## src/rtl/exe_mem_reg.sv

```systemverilog
// EXE/MEM pipeline register with ARM-style NZCV status register and ALU carry feedback.
// Optional EXE_FLAG_CNT_EN adds flag_upd_cnt, a wrapping count of status-register writes.
module exe_mem_reg (
    input  logic        clk,
    input  logic        rst,
    input  logic        freeze,
    input  logic        flush,
    input  logic        valid_in,
    input  logic [3:0]  ALU_Comnd,
    input  logic [31:0] Val1,
    input  logic [31:0] Val2,
    input  logic [31:0] ALU_out,
    input  logic        S,
    input  logic        WB_EN_in,
    input  logic        MEM_R_EN_in,
    input  logic        MEM_W_EN_in,
    input  logic [3:0]  Dest_in,
    input  logic [31:0] Val_Rm_in,
    output logic [31:0] ALU_Res,
    output logic        WB_EN,
    output logic        MEM_R_EN,
    output logic        MEM_W_EN,
    output logic [3:0]  Dest,
    output logic [31:0] Val_Rm,
    output logic        valid_out,
    output logic [3:0]  status,
`ifdef EXE_FLAG_CNT_EN
    output logic [15:0] flag_upd_cnt,
`endif
    output logic        C_to_alu
);

    typedef enum logic [3:0] {
        CMD_MOV = 4'b0001,
        CMD_ADD = 4'b0010,
        CMD_ADC = 4'b0011,
        CMD_SUB = 4'b0100,
        CMD_SBC = 4'b0101,
        CMD_AND = 4'b0110,
        CMD_ORR = 4'b0111,
        CMD_EOR = 4'b1000,
        CMD_MVN = 4'b1001
    } alu_cmd_e;

    logic       flag_n;
    logic       flag_z;
    logic       flag_c;
    logic       flag_v;
    logic       cin;
    logic [3:0] status_next;

    assign C_to_alu = status[1];

    always_comb begin
        flag_n = ALU_out[31];
        flag_z = (ALU_out == '0);
        flag_c = status[1];
        flag_v = status[0];
        cin    = 1'b0;
        case (ALU_Comnd)
            CMD_ADD, CMD_ADC: begin
                cin    = (ALU_Comnd == CMD_ADC) ? status[1] : 1'b0;
                flag_c = 1'(({1'b0, Val1} + {1'b0, Val2} + 33'(cin)) >> 32);
                flag_v = (Val1[31] == Val2[31]) & (ALU_out[31] != Val1[31]);
            end
            CMD_SUB, CMD_SBC: begin
                cin    = (ALU_Comnd == CMD_SBC) ? ~status[1] : 1'b0;
                // carry out of a subtract is the inverted borrow
                flag_c = ~1'(({1'b0, Val1} - {1'b0, Val2} - 33'(cin)) >> 32);
                flag_v = (Val1[31] != Val2[31]) & (ALU_out[31] != Val1[31]);
            end
            default: ;
        endcase
        status_next = {flag_n, flag_z, flag_c, flag_v};
    end

    always_ff @(posedge clk) begin
        if (rst) begin
            ALU_Res   <= '0;
            WB_EN     <= 1'b0;
            MEM_R_EN  <= 1'b0;
            MEM_W_EN  <= 1'b0;
            Dest      <= '0;
            Val_Rm    <= '0;
            valid_out <= 1'b0;
            status    <= '0;
        end else if (flush) begin
            valid_out <= 1'b0;
            WB_EN     <= 1'b0;
            MEM_R_EN  <= 1'b0;
            MEM_W_EN  <= 1'b0;
        end else if (!freeze) begin
            ALU_Res   <= ALU_out;
            Dest      <= Dest_in;
            Val_Rm    <= Val_Rm_in;
            valid_out <= valid_in;
            WB_EN     <= WB_EN_in & valid_in;
            MEM_R_EN  <= MEM_R_EN_in & valid_in;
            MEM_W_EN  <= MEM_W_EN_in & valid_in;
            if (S & valid_in)
                status <= status_next;
        end
    end

`ifdef EXE_FLAG_CNT_EN
    always_ff @(posedge clk) begin
        if (rst)
            flag_upd_cnt <= '0;
        else if (!flush && !freeze && S && valid_in)
            flag_upd_cnt <= flag_upd_cnt + 16'd1;
    end
`endif

endmodule

```

## config.mk

```make
export PLATFORM = sky130hd
export DESIGN_NAME = exe_mem_reg
export DESIGN_NICKNAME = d
export VERILOG_FILES = /design/src/rtl/exe_mem_reg.sv
export SDC_FILE = /design/constraint.sdc
export NUM_CORES = 1
export LEC_CHECK = 0
export CORE_MARGIN = 4
export CORE_UTILIZATION = 45
export CTS_BUF_LIST = sky130_fd_sc_hd__clkbuf_4 sky130_fd_sc_hd__clkbuf_8 sky130_fd_sc_hd__clkbuf_16
export DETAILED_ROUTE_END_ITERATION = 16
export PLACE_DENSITY = 0.94
export SYNTH_ARGS = -nofsm -noshare
export SYNTH_HDL_FRONTEND = slang
export SYNTH_SLANG_ARGS = --single-unit
```

## constraint.sdc

```tcl
create_clock -name clk -period 4.2 [get_ports clk]
set_clock_uncertainty 0.05 [all_clocks]
set_input_delay 0.63 -clock clk [delete_from_list [all_inputs] [get_ports clk]]
set_output_delay 0.63 -clock clk [all_outputs]
set_load 0.01 [all_outputs]
```

== Word-level counts from Yosys, hierarchy flattened ==
Index checks and enable logic that the tools add are counted.

* Reduce and logical (&&, ||, !) cells: 8
* Bitwise gates (word level): 10
* Equal/unequal tests: 7
* Muxes and demuxes: 4
* Add/sub/neg operators: 4

{| class="wikitable"
|+ Operators by type and width
! operator !! number
|-
| adder 32 x 32 -> 33 bit || 1
|-
| adder 33 x 1 -> 33 bit || 1
|-
| subtractor 32 x 32 -> 33 bit || 1
|-
| subtractor 33 x 1 -> 33 bit || 1
|-
| zero test 32 bit || 1
|-
| equality test 4 x 2 -> 1 bit, second input constant || 2
|-
| equality test 4 x 3 -> 1 bit, second input constant || 2
|-
| AND 1 bit || 6
|-
| OR reduction 2 bit || 3
|-
| inverter 1 bit || 4
|-
| one-hot mux 1 bit (2 select lines) || 2
|-
| AND reduction 4 bit || 1
|-
| AND reduction 3 bit || 1
|-
| two-way mux 1 bit || 2
|-
| inequality test 1 bit || 2
|-
| AND reduction 2 bit || 1
|-
| nonzero test 2 bit || 1
|-
| equality test 1 bit || 1
|}

* Bits of input ports: 145
* Output and inout port bits: 77
* Register bits after elaboration: 76
* Logic and storage cells: 42

== Logic depth before layout (Yosys ltp) ==
Gate-level depths: netlist of the first run.

* Word-level depth: 5
* Depth in mapped cells: 13
* Gate-level depth less buffers: 13

== Least setup slack after synthesis of the first run ==
Ideal clock, no wire load.

* Path type: input-to-reg
* From: input ALU_Comnd[1]
* To: register status[1]
* Setup time: 0.125 ns
* Buffers on the path: 0
* Cell stages on the path: 13
* Arrival: 2.674 ns
* Slack: 1.351 ns
* Data required time: 4.025 ns
* Cell sequence: nor2_1 -> and2_1 -> nand3_1 -> ha_1 -> a21o_1 -> ha_1 -> nand2_1 -> a311o_1 -> o211ai_1 -> a21o_1 -> a211oi_1 -> mux2i_1 -> a31oi_1

* Word-level cells in the longest chain between the ends: 5
* Elaborated cells between the ends (all ways): 14
* Classes of those cells: add/sub: 2; eq/ne: 4; mux: 3; bitwise: 1; reduce/logical: 4

{| class="wikitable"
|+ RTL lines
! what !! line !! text
|-
| start, declared || 9 || <nowiki>input logic [3:0] ALU_Comnd,</nowiki>
|-
| equality test 4 x 3 -> 1 bit || 60, 67 ||
|-
| two-way mux 1 bit || 67 || <nowiki>cin = (ALU_Comnd == CMD_SBC) ? ~status[1] : 1'b0;</nowiki>
|-
| subtractor 33 x 1 -> 33 bit || 69 || <nowiki>flag_c = ~1'(({1'b0, Val1} - {1'b0, Val2} - 33'(cin)) >> 32);</nowiki>
|-
| inverter 1 bit || 69 ||
|-
| one-hot mux 1 bit (2 select lines) || 60 || <nowiki>case (ALU_Comnd)</nowiki>
|-
| end signal, assigned || 101 || <nowiki>status <= status_next;</nowiki>
|-
| end, declared || 26 || <nowiki>output logic [3:0] status,</nowiki>
|}

Several ways; a longest one is shown, not always the timed one.
A chain may end at the register's enable or synchronous reset.

== Final worst setup path of the first run ==
Ends and elaborated chain as after synthesis.

==> results of run 1 <==
-- flip-flops by register name, indices dropped and copies added, names as in the netlist --
name       count
MEM_R_EN       1
WB_EN          1
MEM_W_EN       1
valid_out      1
Dest           4
ALU_Res       32
status         4
Val_Rm        32
-- cells by family (layout without fill, tap and decap cells) --
logic type,Yosys count,in the layout
AOI/OAI and AO/OA,131,131
and+or+nand+nor,202,202
muxes,2,2
DFF,76,76
xor gates and xnor gates,3,3
adders and majority gates,93,93
buffers and inverters,117,334
-- synth_stat cells (all sizes together) --
master	number	area, um^2
nand2	146	548
ha	93	1160
inv	93	349
a21oi	90	450
dfxtp	76	1520
clkbuf	20	75.1
nor4	16	100
o21ai	11	55.1
nor3	10	50.1
nand4	7	43.8
nor2	7	33.8
a211oi	5	37.5
a21o	5	37.5
a22oi	4	30.0
buf	4	22.5
or3	4	30.0
a31oi	3	18.8
nand3	3	20.0
o211ai	3	22.5
xnor2	3	26.3
and2	2	12.5
mux2i	2	20.0
o21a	2	15.0
a211o	1	8.76
a311o	1	10.0
a311oi	1	8.76
and3	1	6.26
and4	1	8.76
nand2b	1	6.26
nor2b	1	6.26
nor4bb	1	10.0
o2111ai	1	8.76
o221ai	1	8.76
o22ai	1	6.26
o311a	1	10.0
o32ai	1	8.76
or2	1	6.26
or4	1	7.51
-- critical path, delay by kind of cell --
kind	cells	cell delay [ns]
multiplexers	1	0.21
AND/OR/NAND/NOR	4	0.58
buffers and inverters	1	0.46
AO/OA/AOI/OAI	6	0.95
adder cells (fa/ha/maj)	2	0.55
-- per-stage QoR --
step           total power (uW)  setup slack (ns)   util  std cells
6_report                   1800             0.978  0.703        977
5_1_grt                    1910             0.775  0.703        977
4_1_cts                    1820             0.979  0.703        977
3_5_place_dp               1310             0.621  0.686        961
3_3_place_gp               1290             0.738  0.686        961
2_1_floorplan              1030              1.35      -        624
-- path summary, 6_finish.rpt --
check / start / endpoint / slack [ns] / cells past startpoint
worst max-delay path: ALU_Comnd[1] / status[1] / 0.98 / 14
worst min-delay path: status[0] / status[0] / 0.40 / 2
worst max register to register: status[1] / status[1] / 1.73 / 12
worst min register to register: status[0] / status[0] / 0.40 / 2
-- layer usage --
layer	global-route usage	vias up
met5	0	-
met4	0.0933	0
met3	0.0728	39
met2	0.414	189
met1	0.258	2192
li1	-	2505
-- cell type report --
class	count	area, um^2	area share
Sequential cell	76	1520	0.209
Tap cell	136	170	0.0234
Clock buffer	10	131	0.0180
Clock inverter	6	40.0	0.00550
Timing Repair Buffer	225	2240	0.307
Multi-Input combinational cell	431	2840	0.389
Inverter	93	349	0.0479
-- where the power goes --
part / total [uW] / switching, uW / internal (uW)
sequential: 766 / 15.1 / 751
clock: 508 / 286 / 222
combinational: 527 / 243 / 285
total: 1800 / 544 / 1260
==> flow_metrics.tcl, run 1 <==
set metrics [dict create \
    status "finished, final reports clean" \
    totalWireLength_um 15000 \
    cts_setup_buffers 0 \
    critPathMaxFanout 5 \
    fin_area_um2 7290 \
    hold_class "reg2reg" \
    vias 4925 \
    wl_met1_um 5770 \
    grt_use_total 0.233 \
    cts_resized 0 \
    slew-limit-headroom 0.293 \
    grt-ovfl-total 0 \
    startpoint_type "input port" \
    yosysSeqAreaShare 0.317 \
    placementRows 37 \
    synthAdderAreaFrac 0.242 \
    htree_num_levels 3 \
    period_needed_ns 3.22 \
    drt_iter0_markers 225 \
    rsz0062_at_grt "no" \
    core_um2 10400 \
    yosysUniqueCellTypes 44 \
    min_period_over_period 0.767 \
    yosysWarningCount 0 \
    clkSinkCount 76 \
    muxShareOfSynthArea 0.00417 \
    tritoncts "built" \
    clock_latency_ns 0.33 \
    syn_area_per_cell_um2 7.70 \
    grt_max_degree 69 \
    ir_drop_v 0.000228 \
    dr_wl_met3_um 1140 \
    critical_path_arrival_ns 3.39 \
    grt_pass1_vias 5093 \
    setup-tns-final_ns 0 \
    fill_cells 797 \
    crit_type "in2reg" \
    synth_compound_area_frac 0.153 \
    synth-seq-cells 76 \
    synthSimpleGateAreaFrac 0.185 \
    synth_top_family_by_area "adder cells" \
    nets 1074 \
    cts_buffers 9 \
    grt_first_pass_wirelength_um 24000 \
    ios 222 \
    max_cap_violations 0 \
    netlist_instances 624 \
    syn_nets 862 \
    synth_area_um2 4800 \
    drive_gt1_frac 0.0321 \
    ant_nets 0 \
    end_kind "register" \
    cts_hold_buffers 0 \
    start_util 0.463 \
    top_layer_used "met4" \
    finalHoldViolations 0 \
    antenna_found_initial 0 \
    final_cell_mix "220 x clkdlybuf4s50_1, 146 x nand2_1, 93 x ha_1, 91 x inv_1, 90 x a21oi_1" \
    root_buffer "clkbuf_8" \
    vias_per_cell 5.04 \
    clk_pin_slew_ns 0.09 \
    hpwl_um 12200 \
    max_freq_ghz 0.310 \
    placed_area_um2 7110 \
    path_cells "clkdlybuf4s50_1, nor2_1, and2_1, nand3_1, ha_1, a21o_1, ha_1, nand2_1, a311o_1, o211ai_1, a21o_1, a211oi_1, mux2i_1, a31oi_1" \
    die_x_um 111 \
    routedWlPerCell_um 15.3 \
    drc 0 \
    clk_path_buf_depth 2 \
    tightest_slew_ns 1.06 \
    final_common_cell "clkdlybuf4s50_1" \
    synth_xor_area_frac 0.00547 \
    required_ns 4.37 \
    gp_congestion 0.864 \
    p_leak_uw 0.00312 \
    port_buffers 221 \
    diodes 0 \
    wl_met2_um 7530 \
    firstDrtPassIters 6 \
    p_per_area_nw_per_um2 247 \
    hold_slack_ns 0.405 \
    slowest_stage "clkdlybuf4s50_1" \
    dieArea_um2 12400 \
    max_stage_delay_ns 0.46 \
    finalSetupViolCount 0 \
    drv_slew 0 \
    die_h_um 111 \
    syn_to_final_growth_pct 51.6 \
]
Note: power is estimated with default switching activity, not from simulation.
==> inputs of run 2 (changes only) <==
CORE_UTILIZATION = 42   (was 45)
PLACE_DENSITY = 0.89   (was 0.94)
clock period = 3 ns   (was 4.2 ns; I/O delays follow)
==> run 2 against run 1 <==
Utilization shrank 2.5 points; clock-buffer cell count shrank 1; hold slack lost 0.0017 ns; non-clock buffer count grew 7; design area grew 2.6%; cell count grew 1.1%; highest routed layer unchanged.
==> flow_metrics.tcl, run 2 (synthesis gave the netlist of run 1 again) <==
set metrics [dict create \
    status "finished, final reports clean" \
    tightest_slew_ns 0.697 \
    htree_num_levels 3 \
    grt_max_degree 69 \
    slew-limit-headroom 0.535 \
    port_buffers 221 \
    seqCellArea_um2 1520 \
    final_common_cell "clkdlybuf4s50_1" \
    max_cap_violations 0 \
    drt_iter0_markers 277 \
    antenna_found_initial 0 \
    finalHoldViolations 0 \
    syn_to_final_growth_pct 55.5 \
    dp_cells 972 \
    ios 222 \
    reg_top3 "ALU_Res (32), Val_Rm (32)" \
    hold_class "reg2reg" \
    finalSetupViolCount 0 \
    fin_ws_ns 0.143 \
    ir_drop_v 0.000337 \
    firstDrtPassIters 5 \
    core_um2 11000 \
    gp_congestion 0.831 \
    required_ns 3.16 \
    p_leak_uw 0.00321 \
    die_x_um 115 \
    grt_use_total 0.215 \
    tritoncts "built" \
    fill_cells 878 \
    vias 4965 \
    min_period_over_period 0.952 \
    period_needed_ns 2.86 \
    layout.cells.non_filler 988 \
    cts_setup_buffers 0 \
    dieArea_um2 13200 \
    ant_nets 0 \
    grt_pass1_vias 4946 \
    drc 0 \
    vias_per_cell 5.03 \
    placementRows 38 \
    post-place-ws_ns -0.325 \
    hpwl_um 11900 \
    drv_slew 0 \
    clk_path_buf_depth 2 \
    final_cell_mix "220 x clkdlybuf4s50_1, 146 x nand2_1, 93 x ha_1, 91 x inv_1, 90 x a21oi_1" \
    rsz0062_at_grt "no" \
    die_h_um 115 \
    nets 1081 \
    p_per_area_nw_per_um2 386 \
    multi_input_area_um2 2850 \
    routedWlPerCell_um 14.9 \
    root_buffer "clkbuf_16" \
    critPathMaxFanout 2 \
    drive_gt1_frac 0.0436 \
    start_util 0.436 \
    totalWireLength_um 14700 \
    diodes 0 \
    clock_latency_ns 0.32 \
    clk_pin_slew_ns 0.06 \
    finalPower_uw 2890 \
    end_kind "register" \
    crit_type "in2reg" \
    cts_buffers 9 \
    clkSinkCount 76 \
    grt_first_pass_wirelength_um 22900 \
    grt-ovfl-total 0 \
    startpoint_type "input port" \
    critical_path_arrival_ns 3.02 \
    max_freq_ghz 0.350 \
]
[run 2: cell count changes in the layout (fill, tap and decap cells not counted), sizes merged]
cell    before  now
clkinv       4    1
inv         94   98
buf          5   12
clkbuf      10    9
[run 2: layout make-up]
type                       count  area share
inverter                      93      0.0467
timing repair buffer         232       0.306
sequential                    76       0.204
tap                          140      0.0234
multi-input combinational    431       0.381
clock inverter                 7     0.00871
clock buffer                   9      0.0301
[run 2: worst max-delay path, stage by stage]
cell             delay (ns)
clkdlybuf4s50_1        0.43
nor2_2                 0.14
and2_4                 0.15
nand3_1                0.07
ha_1                   0.27
a21o_1                 0.16
ha_1                   0.26
nand2_1                0.07
a311o_1                0.17
o211ai_1               0.09
a21o_1                 0.18
a211oi_2               0.25
mux2i_1                0.23
a31oi_1                0.09
[run 2: where the power goes]
group / switching (uW) / internal (uW)
clock: 484 / 583
sequential: 21.1 / 1050
combinational: 340 / 405
total: 845 / 2040
[run 2: worst paths after layout]
path	from	end	slack [ns]	cells after the start
max	ALU_Comnd[1]	status[1]	0.14	14
min	Val_Rm[30]	Val_Rm[30]	0.40	2
max reg2reg	status[1]	status[1]	0.56	12
min reg2reg	Val_Rm[30]	Val_Rm[30]	0.40	2
[run 2: per-stage QoR]
step / hold WS (ns) / utilization / setup TNS (ns) / area, um^2
4_1_cts: 0.405 / 0.676 / 0 / 7460
6_report: 0.403 / 0.677 / 0 / 7470
3_3_place_gp: 0.391 / 0.650 / -0.135 / 7170
3_5_place_dp: 0.397 / 0.650 / -0.325 / 7170
2_1_floorplan: 0.426 / - / 0 / 4800
5_1_grt: 0.420 / 0.677 / 0 / 7470
[run 2: timing repair]
item                       in CTS  in global routing
setup endpoints to repair       0                  1
resized for setup               0                  3
hold endpoints to repair        0                  0
hold buffers                    0                  0
[run 2: routing by layer]
layer / GRT usage / wire, um / up-vias
li1: - / - / 2514
met1: 0.246 / 5850 / 2256
met2: 0.382 / 7370 / 165
met3: 0.0584 / 1110 / 30
met4: 0.0798 / 403 / 0
met5: 0 / 0 / -
